## src/rtl/cfu_li1_share_arb_if.sv

```systemverilog
// Bundle of every requester-side and CFU-side signal of the shared CFU arbiter.
// The arbiter connects through the slave modport; the environment (requesters
// together with the CFU instance) connects through the master modport.
interface cfu_li1_share_arb_if #(
  parameter int N_REQ           = 2,
  parameter int CFU_FUNC_ID_W   = 5,
  parameter int CFU_REQ_DATA_W  = 32,
  parameter int CFU_RESP_DATA_W = 32,
  parameter int CFU_ERR_ID_W    = 32
);
  // Requester side
  logic [N_REQ-1:0]                req_valid;
  logic [N_REQ-1:0]                req_ready;
  logic [N_REQ-1:0]                req_last;
  logic [N_REQ*CFU_FUNC_ID_W-1:0]  req_func_id;
  logic [N_REQ*CFU_REQ_DATA_W-1:0] req_data0;
  logic [N_REQ*CFU_REQ_DATA_W-1:0] req_data1;
  logic [N_REQ-1:0]                resp_valid;
  logic [CFU_RESP_DATA_W-1:0]      resp_data;
  logic [N_REQ-1:0]                resp_err;
  logic [CFU_ERR_ID_W-1:0]         resp_err_id;

  // CFU side
  logic                            cfu_req_valid;
  logic [CFU_FUNC_ID_W-1:0]        cfu_req_func_id;
  logic [CFU_REQ_DATA_W-1:0]       cfu_req_data0;
  logic [CFU_REQ_DATA_W-1:0]       cfu_req_data1;
  logic                            cfu_resp_valid;
  logic [CFU_RESP_DATA_W-1:0]      cfu_resp_data;
  logic                            cfu_resp_err;
  logic [CFU_ERR_ID_W-1:0]         cfu_resp_err_id;

  modport master (
    output req_valid, req_last, req_func_id, req_data0, req_data1,
    input  req_ready, resp_valid, resp_data, resp_err, resp_err_id,
    input  cfu_req_valid, cfu_req_func_id, cfu_req_data0, cfu_req_data1,
    output cfu_resp_valid, cfu_resp_data, cfu_resp_err, cfu_resp_err_id
  );

  modport slave (
    input  req_valid, req_last, req_func_id, req_data0, req_data1,
    output req_ready, resp_valid, resp_data, resp_err, resp_err_id,
    output cfu_req_valid, cfu_req_func_id, cfu_req_data0, cfu_req_data1,
    input  cfu_resp_valid, cfu_resp_data, cfu_resp_err, cfu_resp_err_id
  );
endinterface

```

## src/rtl/cfu_li1_share_arb.sv

```systemverilog
// Round-robin arbiter sharing one fixed-latency stateful CFU among N_REQ
// requesters. A requester keeps the CFU locked for a whole session (until it
// sends req_last, or until it idles for LOCK_TIMEOUT cycles) so its
// accumulator state is never interleaved with another requester's. Each issued
// op is tagged with its issuer and the tag travels alongside the CFU pipeline
// so the response can be steered back.
module cfu_li1_share_arb #(
  parameter int N_REQ            = 2,
  parameter int CFU_FUNC_ID_W    = 5,
  parameter int CFU_REQ_DATA_W   = 32,
  parameter int CFU_RESP_DATA_W  = 32,
  parameter int CFU_ERR_ID_W     = 32,
  parameter int CFU_RESP_LATENCY = 3,
  parameter int LOCK_TIMEOUT     = 64
) (
  input  logic                clk,
  input  logic                rst,
  cfu_li1_share_arb_if.slave  bus,
  output logic                timeout,
  output logic                protocol_err
);

  localparam int IDW   = (N_REQ > 1) ? $clog2(N_REQ) : 1;
  localparam int IDW1  = IDW + 1;
  localparam int CNT_W = (LOCK_TIMEOUT > 1) ? $clog2(LOCK_TIMEOUT) : 1;
  localparam int LAT   = CFU_RESP_LATENCY;
  localparam int FW    = CFU_FUNC_ID_W;
  localparam int DW    = CFU_REQ_DATA_W;

  typedef enum logic {IDLE, LOCKED} state_t;

  state_t             state_reg, state_next;
  logic [IDW-1:0]     owner_reg, owner_next;
  logic [IDW-1:0]     rr_ptr_reg, rr_ptr_next;
  logic [CNT_W-1:0]   idle_cnt_reg, idle_cnt_next;
  logic               timeout_reg, timeout_next;
  logic               protocol_err_reg;

  logic [IDW:0]       cand;
  logic               search_found;
  logic [IDW-1:0]     search_idx;
  logic [IDW-1:0]     grant_idx;
  logic               accept;
  logic [N_REQ-1:0]   ready_vec;

  logic               tag_valid_reg [LAT];
  logic [IDW-1:0]     tag_id_reg    [LAT];
  logic               tag_valid;
  logic [IDW-1:0]     tag_id;

  logic [FW-1:0]      func_arr  [N_REQ];
  logic [DW-1:0]      data0_arr [N_REQ];
  logic [DW-1:0]      data1_arr [N_REQ];

  // Next requester index after x, wrapping at N_REQ (N_REQ need not be 2^k).
  function automatic logic [IDW-1:0] inc_mod(input logic [IDW-1:0] x);
    logic [IDW:0] s;
    s = {1'b0, x} + IDW1'(1);
    if (s >= IDW1'(N_REQ)) s = '0;
    return s[IDW-1:0];
  endfunction

  // Unpack the flattened requester buses into per-requester slices.
  genvar gi;
  generate
    for (gi = 0; gi < N_REQ; gi++) begin : g_unpack
      assign func_arr[gi]  = bus.req_func_id[gi*FW +: FW];
      assign data0_arr[gi] = bus.req_data0[gi*DW +: DW];
      assign data1_arr[gi] = bus.req_data1[gi*DW +: DW];
    end
  endgenerate

  // Round-robin search: first valid requester at or after rr_ptr, wrapping.
  always_comb begin
    cand         = '0;
    search_found = 1'b0;
    search_idx   = '0;
    for (int k = 0; k < N_REQ; k++) begin
      cand = {1'b0, rr_ptr_reg} + IDW1'(k);
      if (cand >= IDW1'(N_REQ)) cand = cand - IDW1'(N_REQ);
      if (!search_found && bus.req_valid[cand[IDW-1:0]]) begin
        search_found = 1'b1;
        search_idx   = cand[IDW-1:0];
      end
    end
  end

  // Session FSM: grant/lock decisions, idle counting and forced release.
  always_comb begin
    state_next    = state_reg;
    owner_next    = owner_reg;
    rr_ptr_next   = rr_ptr_reg;
    idle_cnt_next = idle_cnt_reg;
    timeout_next  = 1'b0;
    grant_idx     = search_idx;
    accept        = 1'b0;
    ready_vec     = '0;
    case (state_reg)
      IDLE: begin
        if (search_found) begin
          accept                = 1'b1;
          ready_vec[search_idx] = 1'b1;
          if (bus.req_last[search_idx]) begin
            rr_ptr_next = inc_mod(search_idx);
          end else begin
            owner_next    = search_idx;
            state_next    = LOCKED;
            idle_cnt_next = '0;
          end
        end
      end
      LOCKED: begin
        grant_idx = owner_reg;
        if (bus.req_valid[owner_reg]) begin
          // An owner op always wins over a timeout in the same cycle.
          accept               = 1'b1;
          ready_vec[owner_reg] = 1'b1;
          if (bus.req_last[owner_reg]) begin
            state_next  = IDLE;
            rr_ptr_next = inc_mod(owner_reg);
          end else begin
            idle_cnt_next = '0;
          end
        end else if (LOCK_TIMEOUT != 0) begin
          if (idle_cnt_reg == CNT_W'(LOCK_TIMEOUT - 1)) begin
            // Accumulator is left as is; the next owner restarts with func 0.
            state_next   = IDLE;
            rr_ptr_next  = inc_mod(owner_reg);
            timeout_next = 1'b1;
          end else begin
            idle_cnt_next = idle_cnt_reg + CNT_W'(1);
          end
        end
      end
      default: state_next = IDLE;
    endcase
    // Nothing is accepted while reset is held.
    if (rst) begin
      accept    = 1'b0;
      ready_vec = '0;
    end
  end

  // FSM and arbitration state registers.
  always_ff @(posedge clk) begin
    if (rst) begin
      state_reg    <= IDLE;
      owner_reg    <= '0;
      rr_ptr_reg   <= '0;
      idle_cnt_reg <= '0;
      timeout_reg  <= 1'b0;
    end else begin
      state_reg    <= state_next;
      owner_reg    <= owner_next;
      rr_ptr_reg   <= rr_ptr_next;
      idle_cnt_reg <= idle_cnt_next;
      timeout_reg  <= timeout_next;
    end
  end

  // Tag pipeline stage 0 captures the issuer of the op sent this cycle.
  always_ff @(posedge clk) begin
    if (rst) begin
      tag_valid_reg[0] <= 1'b0;
      tag_id_reg[0]    <= '0;
    end else begin
      tag_valid_reg[0] <= accept;
      tag_id_reg[0]    <= accept ? grant_idx : '0;
    end
  end

  generate
    for (gi = 1; gi < LAT; gi++) begin : g_tag_pipe
      // Later tag stages shift in lock-step with the CFU pipeline.
      always_ff @(posedge clk) begin
        if (rst) begin
          tag_valid_reg[gi] <= 1'b0;
          tag_id_reg[gi]    <= '0;
        end else begin
          tag_valid_reg[gi] <= tag_valid_reg[gi-1];
          tag_id_reg[gi]    <= tag_id_reg[gi-1];
        end
      end
    end
  endgenerate

  assign tag_valid = tag_valid_reg[LAT-1];
  assign tag_id    = tag_id_reg[LAT-1];

  // A CFU response with no matching tag is dropped and flagged until reset.
  always_ff @(posedge clk) begin
    if (rst) begin
      protocol_err_reg <= 1'b0;
    end else if (bus.cfu_resp_valid && !tag_valid) begin
      protocol_err_reg <= 1'b1;
    end
  end

  // Response steering back to the issuer recorded in the last tag stage.
  always_comb begin
    bus.resp_valid = '0;
    if (!rst && bus.cfu_resp_valid && tag_valid) bus.resp_valid[tag_id] = 1'b1;
    bus.resp_err = bus.resp_valid & {N_REQ{bus.cfu_resp_err}};
  end

  assign bus.resp_data       = rst ? '0 : bus.cfu_resp_data;
  assign bus.resp_err_id     = rst ? '0 : bus.cfu_resp_err_id;

  assign bus.req_ready       = ready_vec;
  assign bus.cfu_req_valid   = accept;
  assign bus.cfu_req_func_id = accept ? func_arr[grant_idx]  : '0;
  assign bus.cfu_req_data0   = accept ? data0_arr[grant_idx] : '0;
  assign bus.cfu_req_data1   = accept ? data1_arr[grant_idx] : '0;

  assign timeout      = timeout_reg & ~rst;
  assign protocol_err = protocol_err_reg & ~rst;

endmodule

```

## src/flat_wrapper.sv

```systemverilog
// flat-port wrapper written by rule: the top's interface ports become plain ports
module cfu_li1_share_arb_flat 
#(
  parameter int N_REQ            = 2,
  parameter int CFU_FUNC_ID_W    = 5,
  parameter int CFU_REQ_DATA_W   = 32,
  parameter int CFU_RESP_DATA_W  = 32,
  parameter int CFU_ERR_ID_W     = 32,
  parameter int CFU_RESP_LATENCY = 3,
  parameter int LOCK_TIMEOUT     = 64
)
  (clk, rst, timeout, protocol_err, bus_req_valid, bus_req_last, bus_req_func_id, bus_req_data0, bus_req_data1, bus_req_ready, bus_resp_valid, bus_resp_data, bus_resp_err, bus_resp_err_id, bus_cfu_req_valid, bus_cfu_req_func_id, bus_cfu_req_data0, bus_cfu_req_data1, bus_cfu_resp_valid, bus_cfu_resp_data, bus_cfu_resp_err, bus_cfu_resp_err_id);
  cfu_li1_share_arb_if #(.N_REQ(N_REQ), .CFU_FUNC_ID_W(CFU_FUNC_ID_W), .CFU_REQ_DATA_W(CFU_REQ_DATA_W), .CFU_RESP_DATA_W(CFU_RESP_DATA_W), .CFU_ERR_ID_W(CFU_ERR_ID_W)) bus_i ();
  input  logic clk;
  input  logic rst;
  output logic timeout;
  output logic protocol_err;
  input wire logic [$bits(bus_i.req_valid)-1:0] bus_req_valid;
  input wire logic [$bits(bus_i.req_last)-1:0] bus_req_last;
  input wire logic [$bits(bus_i.req_func_id)-1:0] bus_req_func_id;
  input wire logic [$bits(bus_i.req_data0)-1:0] bus_req_data0;
  input wire logic [$bits(bus_i.req_data1)-1:0] bus_req_data1;
  output wire logic [$bits(bus_i.req_ready)-1:0] bus_req_ready;
  output wire logic [$bits(bus_i.resp_valid)-1:0] bus_resp_valid;
  output wire logic [$bits(bus_i.resp_data)-1:0] bus_resp_data;
  output wire logic [$bits(bus_i.resp_err)-1:0] bus_resp_err;
  output wire logic [$bits(bus_i.resp_err_id)-1:0] bus_resp_err_id;
  output wire logic [$bits(bus_i.cfu_req_valid)-1:0] bus_cfu_req_valid;
  output wire logic [$bits(bus_i.cfu_req_func_id)-1:0] bus_cfu_req_func_id;
  output wire logic [$bits(bus_i.cfu_req_data0)-1:0] bus_cfu_req_data0;
  output wire logic [$bits(bus_i.cfu_req_data1)-1:0] bus_cfu_req_data1;
  input wire logic [$bits(bus_i.cfu_resp_valid)-1:0] bus_cfu_resp_valid;
  input wire logic [$bits(bus_i.cfu_resp_data)-1:0] bus_cfu_resp_data;
  input wire logic [$bits(bus_i.cfu_resp_err)-1:0] bus_cfu_resp_err;
  input wire logic [$bits(bus_i.cfu_resp_err_id)-1:0] bus_cfu_resp_err_id;
  assign bus_i.req_valid = bus_req_valid;
  assign bus_i.req_last = bus_req_last;
  assign bus_i.req_func_id = bus_req_func_id;
  assign bus_i.req_data0 = bus_req_data0;
  assign bus_i.req_data1 = bus_req_data1;
  assign bus_req_ready = bus_i.req_ready;
  assign bus_resp_valid = bus_i.resp_valid;
  assign bus_resp_data = bus_i.resp_data;
  assign bus_resp_err = bus_i.resp_err;
  assign bus_resp_err_id = bus_i.resp_err_id;
  assign bus_cfu_req_valid = bus_i.cfu_req_valid;
  assign bus_cfu_req_func_id = bus_i.cfu_req_func_id;
  assign bus_cfu_req_data0 = bus_i.cfu_req_data0;
  assign bus_cfu_req_data1 = bus_i.cfu_req_data1;
  assign bus_i.cfu_resp_valid = bus_cfu_resp_valid;
  assign bus_i.cfu_resp_data = bus_cfu_resp_data;
  assign bus_i.cfu_resp_err = bus_cfu_resp_err;
  assign bus_i.cfu_resp_err_id = bus_cfu_resp_err_id;
  cfu_li1_share_arb #(.N_REQ(N_REQ), .CFU_FUNC_ID_W(CFU_FUNC_ID_W), .CFU_REQ_DATA_W(CFU_REQ_DATA_W), .CFU_RESP_DATA_W(CFU_RESP_DATA_W), .CFU_ERR_ID_W(CFU_ERR_ID_W), .CFU_RESP_LATENCY(CFU_RESP_LATENCY), .LOCK_TIMEOUT(LOCK_TIMEOUT)) u_core (.clk(clk), .rst(rst), .bus(bus_i), .timeout(timeout), .protocol_err(protocol_err));
endmodule
```

## config.mk

```make
export PLATFORM = sky130hd
export DESIGN_NAME = cfu_li1_share_arb_flat
export DESIGN_NICKNAME = d
export VERILOG_FILES = /design/src/rtl/cfu_li1_share_arb_if.sv /design/src/rtl/cfu_li1_share_arb.sv /design/src/flat_wrapper.sv
export SDC_FILE = /design/constraint.sdc
export NUM_CORES = 1
export LEC_CHECK = 0
export ABC_AREA = 1
export BUFFER_PORTS_ARGS = -buffer_cell sky130_fd_sc_hd__buf_2
export CAP_MARGIN = 5
export CORE_AREA = 8 8 130 132
export CTS_BUF_LIST = sky130_fd_sc_hd__clkbuf_4
export DETAILED_ROUTE_END_ITERATION = 16
export DIE_AREA = 0 0 138 140
export GPL_ROUTABILITY_DRIVEN = 1
export GPL_TIMING_DRIVEN = 0
export PLACE_DENSITY_LB_ADDON = 0.15
export SLEW_MARGIN = 20
export SYNTH_ARGS = -nofsm -noshare
export SYNTH_HDL_FRONTEND = slang
export SYNTH_SLANG_ARGS = --single-unit
```

## constraint.sdc

```tcl
create_clock -name clk -period 1.5 [get_ports clk]
set_input_delay 0.225 -clock clk [delete_from_list [all_inputs] [get_ports clk]]
set_output_delay 0.225 -clock clk [all_outputs]
set_load 0.1 [all_outputs]
```

==> results of run 1 <==
==> cell type report <==
class / count / area [sq um] / share of cell area (%)
antenna: 2 / 5.00 / 0.0590
buffer: 31 / 538 / 6.34
clock buffer: 3 / 22.5 / 0.265
clock inverter: 1 / 7.51 / 0.0884
inverter: 93 / 392 / 4.61
multi-input combinational: 367 / 3280 / 38.7
sequential: 17 / 354 / 4.17
tap: 188 / 235 / 2.77
timing repair buffer: 391 / 3640 / 42.9
timing repair inverter: 1 / 11.3 / 0.133
==> path summary, 6_finish.rpt <==
check / slack, ps / cells after the start / startpoint / endpoint
max: -610 / 12 / u_core.rr_ptr_reg / bus_cfu_req_data1[3]
min: 150 / 2 / rst / u_core.state_reg
max reg2reg: -200 / 14 / u_core.rr_ptr_reg / u_core.rr_ptr_reg
min reg2reg: 400 / 2 / u_core.tag_valid_reg[1] / u_core.tag_valid_reg[2]
==> layer usage <==
metal  routed length (um)  global-route usage (%)  vias to the layer above
met1                 6310                    17.3                     2049
met5                    0                       0                        -
met4                  329                    3.83                        0
met2                 9760                    33.8                      233
met3                 1850                    6.83                       20
li1                     -                       -                     2326
==> Yosys cell counts, types with 2 or more instances <==
cell	n	share of area, %
buf_2	13	2.8
dfxtp_1	17	14
clkbuf_1	17	2.7
nand2_1	182	29
or2_2	2	0.53
nand3_1	12	2.5
nand4_1	4	1.1
nor2_1	80	13
a21oi_1	75	16
inv_1	92	15
nor3_1	3	0.64
==> per-stage QoR <==
stage	utilization, %	total power (W)	TNS [ps]	setup WS, ps
after floorplan	-	0.00505	-32380	-459
after global placement	40.0	0.00597	-64530	-889
after detailed placement	40.0	0.00597	-64620	-891
after CTS	54.8	0.00831	-40510	-622
after global routing	57.1	0.00886	-46900	-721
final	57.1	0.00852	-40200	-607
==> where the power goes <==
part           internal (W)  switching (W)
sequential         0.000488      0.0000220
clock              0.000102       0.000157
combinational       0.00286        0.00489
total               0.00345        0.00507
==> worst max-delay path: stages (launching register included) <==
cell,delay (ps)
dfxtp_2,350
inv_2,40
nand2_4,70
nand2_4,70
inv_6,80
o21ai_4,60
buf_12,150
inv_16,80
buf_8,120
buf_8,130
nand2_4,60
a21oi_4,160
buf_12,190
==> cells by family after synthesis <==
kind of cell,count (synthesis),synth area share [%]
and+or+nand+nor,286,47.5
buffers and inverters,124,20.4
AOI/OAI and AO/OA,79,17.1
DFF,17,14.4
adders and majority gates,1,0.531
==> repair_timing <==
item | in CTS | in global routing
endpoints found under the setup margin | 151 | 91
resized for setup | 489 | 84
setup buffers | 23 | 6
pin swaps | 27 | 35
gates cloned | 14 | 3
==> results_tabular.tex, run 1 <==
\begin{tabular}{lr}
\hline
Metric & Value \\
\hline
\multicolumn{2}{l}{\textbf{Final layout}} \\
Share of layout cells above drive strength 1 & 73.2\% \\
Commonest non-fill, non-tap cells in the layout & buf\_2 (209), nand2\_1 (118), buf\_12 (85) \\
Cell area after layout & 8490 sq um \\
Largest register FFs & 6 \\
Number of nets in the layout & 1116 \\
Number of standard cells in the final layout excluding fillers & 1094 \\
Layout area overhead & 260\% \\
Most common cell after layout, fill and taps aside & buf\_2 \\
Number of filler cells placed in the layout & 1316 \\
\multicolumn{2}{l}{\textbf{Timing}} \\
Post-route clock period utilization & 140\% \\
Final setup skew & 5.27 ps \\
Max Slew Vio Count & 0 \\
Minimum clock period after layout & 2110 ps \\
Final Worst Setup Slack & -607 ps \\
Unrepaired setup endpoints after global routing & true \\
Final setup violation count & 73 \\
Slew HR & 64.6\% \\
Worst hold margin & 150 ps \\
Highest clock rate & 475 MHz \\
Slew of the pin with the lowest slew margin & 531 ps \\
Hold violation count in the final report & 0 \\
\multicolumn{2}{l}{\textbf{Detailed routing}} \\
Initial drt markers & 93 \\
Overall routed net length & 18200 um \\
Remaining routing DRC violations & 0 \\
Drt first pass iters & 4 \\
Post-detailed-route via-to-cell ratio & 4.23 \\
Average wire per cell in the routed design & 16.7 um \\
Via total after detailed routing & 4628 \\
Detail Route Antenna Nets & 0 \\
\multicolumn{2}{l}{\textbf{Worst hold path}} \\
Hold crit path type & input port to flip-flop \\
\multicolumn{2}{l}{\textbf{Synthesis}} \\
Async S/R FF share, synth & 0\% \\
Synth unique cells & 21 \\
Top\_reg\_cell synth & dfxtp\_1 \\
Number of warnings reported in the yosys synthesis log & 0 \\
Synth Cell Area & 2360 sq um \\
Synthesized netlist net count & 718 \\
Cell count after synthesis & 507 \\
Synth Area per Inst & 4.65 sq um \\
EDFF count, synth & 0 \\
Part of the Yosys area used for sequential elements & 14.4\% \\
Flip-flop and latch count after synthesis & 17 \\
\multicolumn{2}{l}{\textbf{Clocking}} \\
Total clock sinks & 17 \\
Number of hold buffers added after cts & 0 \\
Total number of H-tree levels & 1 \\
Number of buffers on the longest clock path & 2 \\
Clock root buffer & clkbuf\_4 \\
CTS tree & done \\
TritonCTS buffer count & 3 \\
Insertion delay to the later sink of the worst-skew pair & 300 ps \\
Clock edge transition at the registers on the reported setup and hold paths & 100 ps \\
\multicolumn{2}{l}{\textbf{Power and ir drop}} \\
Lkg Pwr & 4.03 nW \\
Maximum vdd ir drop & 652 uV \\
Power per Cell Area & 1000 nW/um\^{}2 \\
\multicolumn{2}{l}{\textbf{Placement}} \\
Total placed cells including tap cells & 1045 \\
Number of port buffers & 350 \\
Placed standard-cell area & 5950 sq um \\
Routability cong. & 0.746 \\
HPWL after detailed placement & 13500 um \\
\multicolumn{2}{l}{\textbf{Floorplan}} \\
Initial core utilization & 15.9\% \\
Die area & 19300 sq um \\
DIE WIDTH & 138 um \\
Vert. Die Dim & 140 um \\
Std-Cell Core Area & 14900 sq um \\
I/O Pins & 352 \\
Cell row count & 45 \\
\multicolumn{2}{l}{\textbf{GRT}} \\
Antenna violations before repair & 2 \\
Total overflow reported by the global router & 0 \\
Vias in the first global route & 5137 \\
First-pass GRT wire length & 28000 um \\
Largest net degree at the start of global routing & 12 \\
Overall fraction of global-route tracks in use & 17.6\% \\
\multicolumn{2}{l}{\textbf{Worst setup path}} \\
Classification of the worst setup path & flip-flop to output port \\
Critical path fanouts, max & 6 \\
Worst Path Required & 1270 ps \\
Element type at the critical path end & output port \\
Data arrival time of the critical path & 1880 ps \\
Category of the worst setup path launch point & flip-flop \\
\multicolumn{2}{l}{\textbf{Run status}} \\
Violated checks & negative setup slack \\
Run status & finished, violations left \\
\multicolumn{2}{l}{\textbf{Job}} \\
Number of maximum-capacitance violations & 0 \\
\hline
\end{tabular}
No activity file was read; power rests on OpenSTA's default activity.
==> run 2, diff against run 1 <==
--- a/config.mk
+++ b/config.mk
@@ -15,6 +15,7 @@
 export GPL_ROUTABILITY_DRIVEN = 1
 export GPL_TIMING_DRIVEN = 0
 export PLACE_DENSITY_LB_ADDON = 0.15
+export SKIP_CTS_REPAIR_TIMING = 1
 export SLEW_MARGIN = 20
 export SYNTH_ARGS = -nofsm -noshare
 export SYNTH_HDL_FRONTEND = slang
==> results_tabular.tex, run 2 (synthesis gave the netlist of run 1 again) <==
\begin{tabular}{lr}
\hline
Metric & Value \\
\hline
\multicolumn{2}{l}{\textbf{Run status}} \\
Run status & finished, violations left \\
Violated checks & negative setup slack \\
\multicolumn{2}{l}{\textbf{Clocking}} \\
Total number of H-tree levels & 1 (unchanged) \\
Total clock sinks & 17 (unchanged) \\
Clock edge transition at the registers on the reported setup and hold paths & 100 ps (about the same) \\
TritonCTS buffer count & 3 (unchanged) \\
Insertion delay to the later sink of the worst-skew pair & 300 ps (about the same) \\
Number of buffers on the longest clock path & 2 (unchanged) \\
Clock root buffer & clkbuf\_4 \\
CTS tree & done \\
\multicolumn{2}{l}{\textbf{Worst hold path}} \\
Hold crit path type & input port to flip-flop \\
\multicolumn{2}{l}{\textbf{Detailed routing}} \\
Initial drt markers & 112 (+20\%) \\
Drt first pass iters & 4 (unchanged) \\
Average wire per cell in the routed design & 16.4 um (-1.9\%) \\
Post-detailed-route via-to-cell ratio & 4.22 (-0.18\%) \\
Remaining routing DRC violations & 0 (unchanged) \\
Overall routed net length & 18000 um (-1.3\%) \\
Detail Route Antenna Nets & 0 (unchanged) \\
Via total after detailed routing & 4645 (+0.37\%) \\
\multicolumn{2}{l}{\textbf{GRT}} \\
Largest net degree at the start of global routing & 12 (unchanged) \\
First-pass GRT wire length & 23800 um (-15\%) \\
Total overflow reported by the global router & 0 (unchanged) \\
Vias in the first global route & 4456 (-13\%) \\
Overall fraction of global-route tracks in use & 14.7\% (-2.9 points) \\
Antenna violations before repair & 2 (unchanged) \\
\multicolumn{2}{l}{\textbf{Worst setup path}} \\
Max stage delay on crit path & 350 ps (about the same) \\
Category of the worst setup path launch point & flip-flop \\
Crit path buffers/inverters & 8 (+1) \\
Worst path top cell family by delay & buffers and inverters \\
Worst Path Required & 1270 ps (about the same) \\
Critical Path Slowest Stage Cell & dfxtp\_2 \\
Critical path fanouts, max & 5 (-1) \\
Data arrival time of the critical path & 1980 ps (+100 ps) \\
Classification of the worst setup path & flip-flop to output port \\
R2R setup slack & 60 ps (+260 ps) \\
Ordered cell list for the critical path & inv\_2 -> nand2\_4 -> nand2\_4 -> inv\_6 -> o21ai\_4 -> buf\_6 -> buf\_6 -> buf\_8 -> buf\_8 -> buf\_6 -> nand2\_4 -> a21oi\_4 -> buf\_12 \\
Element type at the critical path end & output port \\
\multicolumn{2}{l}{\textbf{Final layout}} \\
Commonest non-fill, non-tap cells in the layout & buf\_2 (219), nand2\_1 (134), inv\_1 (85), buf\_12 (85), nor2\_4 (70) \\
Utilization after layout & 56.0\% (-1.1 points) \\
Number of standard cells in the final layout excluding fillers & 1100 (+0.55\%) \\
Share of layout cells above drive strength 1 & 71.1\% (-2.1 points) \\
Layout area overhead & 253\% \\
Number of nets in the layout & 1122 (+0.54\%) \\
Most common cell after layout, fill and taps aside & buf\_2 \\
Largest register FFs & 6 (unchanged) \\
\multicolumn{2}{l}{\textbf{Timing}} \\
Minimum clock period after layout & 2210 ps (+101 ps) \\
Worst hold margin & 144 ps (-6.43 ps) \\
Max Slew Vio Count & 0 (unchanged) \\
Final setup skew & 5.13 ps (-0.139 ps) \\
Slew of the pin with the lowest slew margin & 499 ps (-32.3 ps) \\
Slew HR & 67.0\% (+2.4 points) \\
Setup\_tns & -43230 ps (-3030 ps) \\
Post-route clock period utilization & 147\% (+6.8 points) \\
Highest clock rate & 453 MHz (-4.6\%) \\
Final setup violation count & 72 (-1.4\%) \\
Final Worst Setup Slack & -708 ps (-101 ps) \\
Hold violation count in the final report & 0 (unchanged) \\
Unrepaired setup endpoints after global routing & true \\
\multicolumn{2}{l}{\textbf{Placement}} \\
Total placed cells including tap cells & 1045 (unchanged) \\
HPWL after detailed placement & 13500 um (unchanged) \\
Number of port buffers & 350 (unchanged) \\
Routability cong. & 0.746 (unchanged) \\
Worst slack, placed & -891 ps (unchanged) \\
\multicolumn{2}{l}{\textbf{Power and ir drop}} \\
Lkg Pwr & 3.97 nW (-1.7\%) \\
Maximum vdd ir drop & 581 uV (-11\%) \\
Power per Cell Area & 1010 nW/um\^{}2 (+0.67\%) \\
\multicolumn{2}{l}{\textbf{Floorplan}} \\
DIE WIDTH & 138 um (unchanged) \\
Die area & 19300 sq um (unchanged) \\
Std-Cell Core Area & 14900 sq um (unchanged) \\
Vert. Die Dim & 140 um (unchanged) \\
Initial core utilization & 15.9\% (unchanged) \\
I/O Pins & 352 (unchanged) \\
Cell row count & 45 (unchanged) \\
\multicolumn{2}{l}{\textbf{Job}} \\
Number of maximum-capacitance violations & 0 (unchanged) \\
\hline
\end{tabular}
-- run 2: cell types whose count changed in the layout (fill, tap and decap cells not counted), moves of 9 or more --
cell,previous run,this run
nand2_1,118,134
buf_8,8,17
clkbuf_4,9,25
buf_2,209,219
buf_4,73,49
nand2_4,31,18
-- run 2: layout make-up --
type / instances / area (sq um)
well taps: 188 / 235
clock buffers: 3 / 22.5
repair buffers: 398 / 3650
inverters: 93 / 380
fillers: 1330 / 6540
diodes: 2 / 5.00
clock inverters: 1 / 7.51
multi-input cells: 367 / 3150
flip-flops and latches: 17 / 354
repair inverters: 1 / 8.76
plain buffers: 30 / 508
-- run 2: metrics by stage --
stage,power [W],instance area (sq um)
floorplan,0.00505,3960
global placement,0.00597,5950
detailed placement,0.00597,5950
CTS,0.00624,5980
global route,0.00874,8320
finish,0.00841,8320
-- run 2: path summary, 6_finish.rpt --
kind | start | to | cells past startpoint
setup / recovery | u_core.rr_ptr_reg | bus_cfu_req_data1[22] | 13
hold / removal | rst | u_core.state_reg | 2
hold reg to reg | u_core.tag_valid_reg[1] | u_core.tag_valid_reg[2] | 2
setup reg to reg | u_core.owner_reg | u_core.idle_cnt_reg[1] | 10
-- run 2: routing by layer --
layer	part of all wire [%]	vias to the layer above	global-route usage, %
li1	-	2330	-
met4	1.5	0	2.75
met1	35	2055	15.4
met5	0	-	0
met2	53	242	27.1
met3	10	18	6.02
-- run 2: power breakdown --
part / switching (W) / leakage (nW) / internal [W]
registers: 0.0000255 / 0.142 / 0.000488
logic: 0.00482 / 3.81 / 0.00282
clock network: 0.000157 / 0.0140 / 0.000102
==> run 3, diff against run 2 <==
--- a/config.mk
+++ b/config.mk
@@ -10,6 +10,7 @@
 export CAP_MARGIN = 5
 export CORE_AREA = 8 8 130 132
 export CTS_BUF_LIST = sky130_fd_sc_hd__clkbuf_4
+export CTS_CLUSTER_SIZE = 14
 export DETAILED_ROUTE_END_ITERATION = 16
 export DIE_AREA = 0 0 138 140
 export GPL_ROUTABILITY_DRIVEN = 1
==> constraint.sdc (replaced) <==
create_clock -name clk -period 2.04 [get_ports clk]
set_input_delay 0.306 -clock clk [delete_from_list [all_inputs] [get_ports clk]]
set_output_delay 0.306 -clock clk [all_outputs]
set_load 0.1 [all_outputs]
==> results_tabular.tex, run 3 (synthesis gave the netlist of run 1 again) <==
\begin{tabular}{lr}
\hline
Metric & Value \\
\hline
\multicolumn{2}{l}{\textbf{Detailed routing}} \\
Drt first pass iters & 4 (unchanged) \\
Post-detailed-route via-to-cell ratio & 4.19 (-0.73\%) \\
Via total after detailed routing & 4628 (-0.37\%) \\
Average wire per cell in the routed design & 17.1 um (+4.3\%) \\
Initial drt markers & 82 (-27\%) \\
Detail Route Antenna Nets & 0 (unchanged) \\
Remaining routing DRC violations & 0 (unchanged) \\
Overall routed net length & 18800 um (+4.7\%) \\
\multicolumn{2}{l}{\textbf{Worst setup path}} \\
Ordered cell list for the critical path & inv\_2 -> nand2\_4 -> nand2\_4 -> inv\_6 -> o21ai\_4 -> buf\_6 -> buf\_6 -> clkbuf\_16 -> buf\_4 -> nand2\_4 -> a21oi\_4 -> buf\_12 \\
Worst Path Required & 1730 ps (+460 ps) \\
Critical path fanouts, max & 5 (unchanged) \\
Classification of the worst setup path & flip-flop to output port \\
Element type at the critical path end & output port \\
Critical Path Slowest Stage Cell & dfxtp\_2 \\
Most repeated library cell on the critical path & nand2\_4 \\
Max stage delay on crit path & 350 ps (about the same) \\
Data arrival time of the critical path & 2040 ps (+60 ps) \\
Category of the worst setup path launch point & flip-flop \\
\multicolumn{2}{l}{\textbf{Timing}} \\
Minimum clock period after layout & 2340 ps \\
Slew HR & 53.6\% (-13 points) \\
Post-route clock period utilization & 115\% \\
Max Slew Vio Count & 0 (unchanged) \\
Final Worst Setup Slack & -304 ps (+403 ps) \\
Slew of the pin with the lowest slew margin & 697 ps (+198 ps) \\
Worst hold margin & 292 ps (+148 ps) \\
Final setup skew & 13.8 ps (+8.71 ps) \\
Final setup violation count & 70 (-2.8\%) \\
Hold violation count in the final report & 0 (unchanged) \\
Highest clock rate & 427 MHz \\
Unrepaired setup endpoints after global routing & true \\
\multicolumn{2}{l}{\textbf{Run status}} \\
Run status & finished, violations left \\
Violated checks & negative setup slack \\
\multicolumn{2}{l}{\textbf{Placement}} \\
Routability cong. & 0.785 (+5.2\%) \\
Worst slack, placed & -608 ps (+283 ps) \\
Placed standard-cell area & 5260 sq um (-11\%) \\
HPWL after detailed placement & 14300 um (+5.5\%) \\
Number of port buffers & 350 (unchanged) \\
Total placed cells including tap cells & 1045 (unchanged) \\
\multicolumn{2}{l}{\textbf{Floorplan}} \\
Cell row count & 45 (unchanged) \\
Std-Cell Core Area & 14900 sq um (unchanged) \\
I/O Pins & 352 (unchanged) \\
DIE WIDTH & 138 um (unchanged) \\
Initial core utilization & 15.9\% (unchanged) \\
Die area & 19300 sq um (unchanged) \\
Vert. Die Dim & 140 um (unchanged) \\
\multicolumn{2}{l}{\textbf{Clocking}} \\
TritonCTS buffer count & 3 (unchanged) \\
Clock edge transition at the registers on the reported setup and hold paths & 110 ps (about the same) \\
CTS tree & done \\
Clock root buffer & clkbuf\_4 \\
Total number of H-tree levels & 1 (unchanged) \\
Total clock sinks & 17 (unchanged) \\
Number of buffers on the longest clock path & 2 (unchanged) \\
Insertion delay to the later sink of the worst-skew pair & 290 ps (about the same) \\
\multicolumn{2}{l}{\textbf{Final layout}} \\
Number of standard cells in the final layout excluding fillers & 1104 (+0.36\%) \\
Most common cell after layout, fill and taps aside & buf\_2 \\
Layout area overhead & 226\% \\
Cell area after layout & 7680 sq um (-7.7\%) \\
Largest register FFs & 6 (unchanged) \\
Number of nets in the layout & 1127 (+0.45\%) \\
Share of layout cells above drive strength 1 & 70.3\% (-0.83 points) \\
Commonest non-fill, non-tap cells in the layout & buf\_2 (275), inv\_1 (87), nand2\_1 (78) \\
\multicolumn{2}{l}{\textbf{GRT}} \\
Overall fraction of global-route tracks in use & 15.6\% (+0.92 points) \\
Largest net degree at the start of global routing & 11 (-1) \\
Vias in the first global route & 4396 (-1.3\%) \\
Total overflow reported by the global router & 0 (unchanged) \\
Antenna violations before repair & 1 (-1) \\
First-pass GRT wire length & 24900 um (+4.4\%) \\
\multicolumn{2}{l}{\textbf{Worst hold path}} \\
Hold crit path type & input port to flip-flop \\
\multicolumn{2}{l}{\textbf{Power and ir drop}} \\
Total Power Consumption & 0.00609 W (-28\%) \\
Maximum vdd ir drop & 307 uV (-47\%) \\
Power per Cell Area & 793 nW/um\^{}2 (-22\%) \\
Lkg Pwr & 3.97 nW (+0.17\%) \\
\multicolumn{2}{l}{\textbf{Job}} \\
Number of maximum-capacitance violations & 0 (unchanged) \\
\hline
\end{tabular}
## run 3: cell count changes in the layout (fill, tap and decap cells not counted), moves of 5 or more
cell | before | now
nand2_1 | 134 | 78
nand2_2 | 30 | 61
buf_8 | 17 | 11
nor2_1 | 9 | 63
buf_2 | 219 | 275
buf_4 | 49 | 29
clkbuf_4 | 25 | 7
nor2_4 | 70 | 1
clkbuf_2 | 1 | 6
buf_12 | 85 | 77
nand2_4 | 18 | 43
nor2_2 | 1 | 16
## run 3: path summary, 6_finish.rpt
check / startpoint / endpoint / slack, ps / cells past startpoint
setup / recovery: u_core.rr_ptr_reg / bus_cfu_req_data0[2] / -300 / 12
hold / removal: bus_cfu_resp_valid / u_core.protocol_err_reg / 290 / 3
setup reg to reg: u_core.rr_ptr_reg / u_core.rr_ptr_reg / 330 / 12
hold reg to reg: u_core.tag_id_reg[1] / u_core.tag_id_reg[2] / 410 / 2
## run 3: cell type report
| cell class | count | area, sq um |
|---|---|---|
| Buffer | 30 | 387 |
| Antenna cell | 1 | 2.50 |
| Tap cell | 188 | 235 |
| Sequential cell | 17 | 347 |
| Fill cell | 1383 | 7180 |
| Inverter | 93 | 364 |
| Multi-Input combinational cell | 368 | 2920 |
| Clock buffer | 3 | 22.5 |
| Clock inverter | 1 | 5.00 |
| Timing Repair Buffer | 403 | 3400 |
## run 3: layer usage
layer	track usage, %	share of wire [%]	wire [um]	up-vias
met5	0	0	0	-
met4	2.17	1.4	265	0
met1	16.5	36	6840	2064
li1	-	-	-	2340
met3	4.70	6.7	1260	16
met2	30.3	56	10500	208
## run 3: worst max-delay path: cells and delay by family (launching register included)
family / cells / cell delay [ps]
buf+inv: 7 / 800
compound gates: 2 / 370
flops: 1 / 350
simple gates: 3 / 220
## run 3: power by group
part           internal, W  total [W]  switching (W)
Combinational      0.00197    0.00553        0.00356
Clock            0.0000729   0.000181       0.000108
Sequential        0.000359   0.000374      0.0000149
## run 3: metrics by stage
step	utilization, %	setup TNS (ps)
finish	51.7	-11860
global route	51.7	-19490
CTS	35.6	-56770
detailed placement	35.4	-36080
global placement	35.4	-36220
floorplan	-	-25060
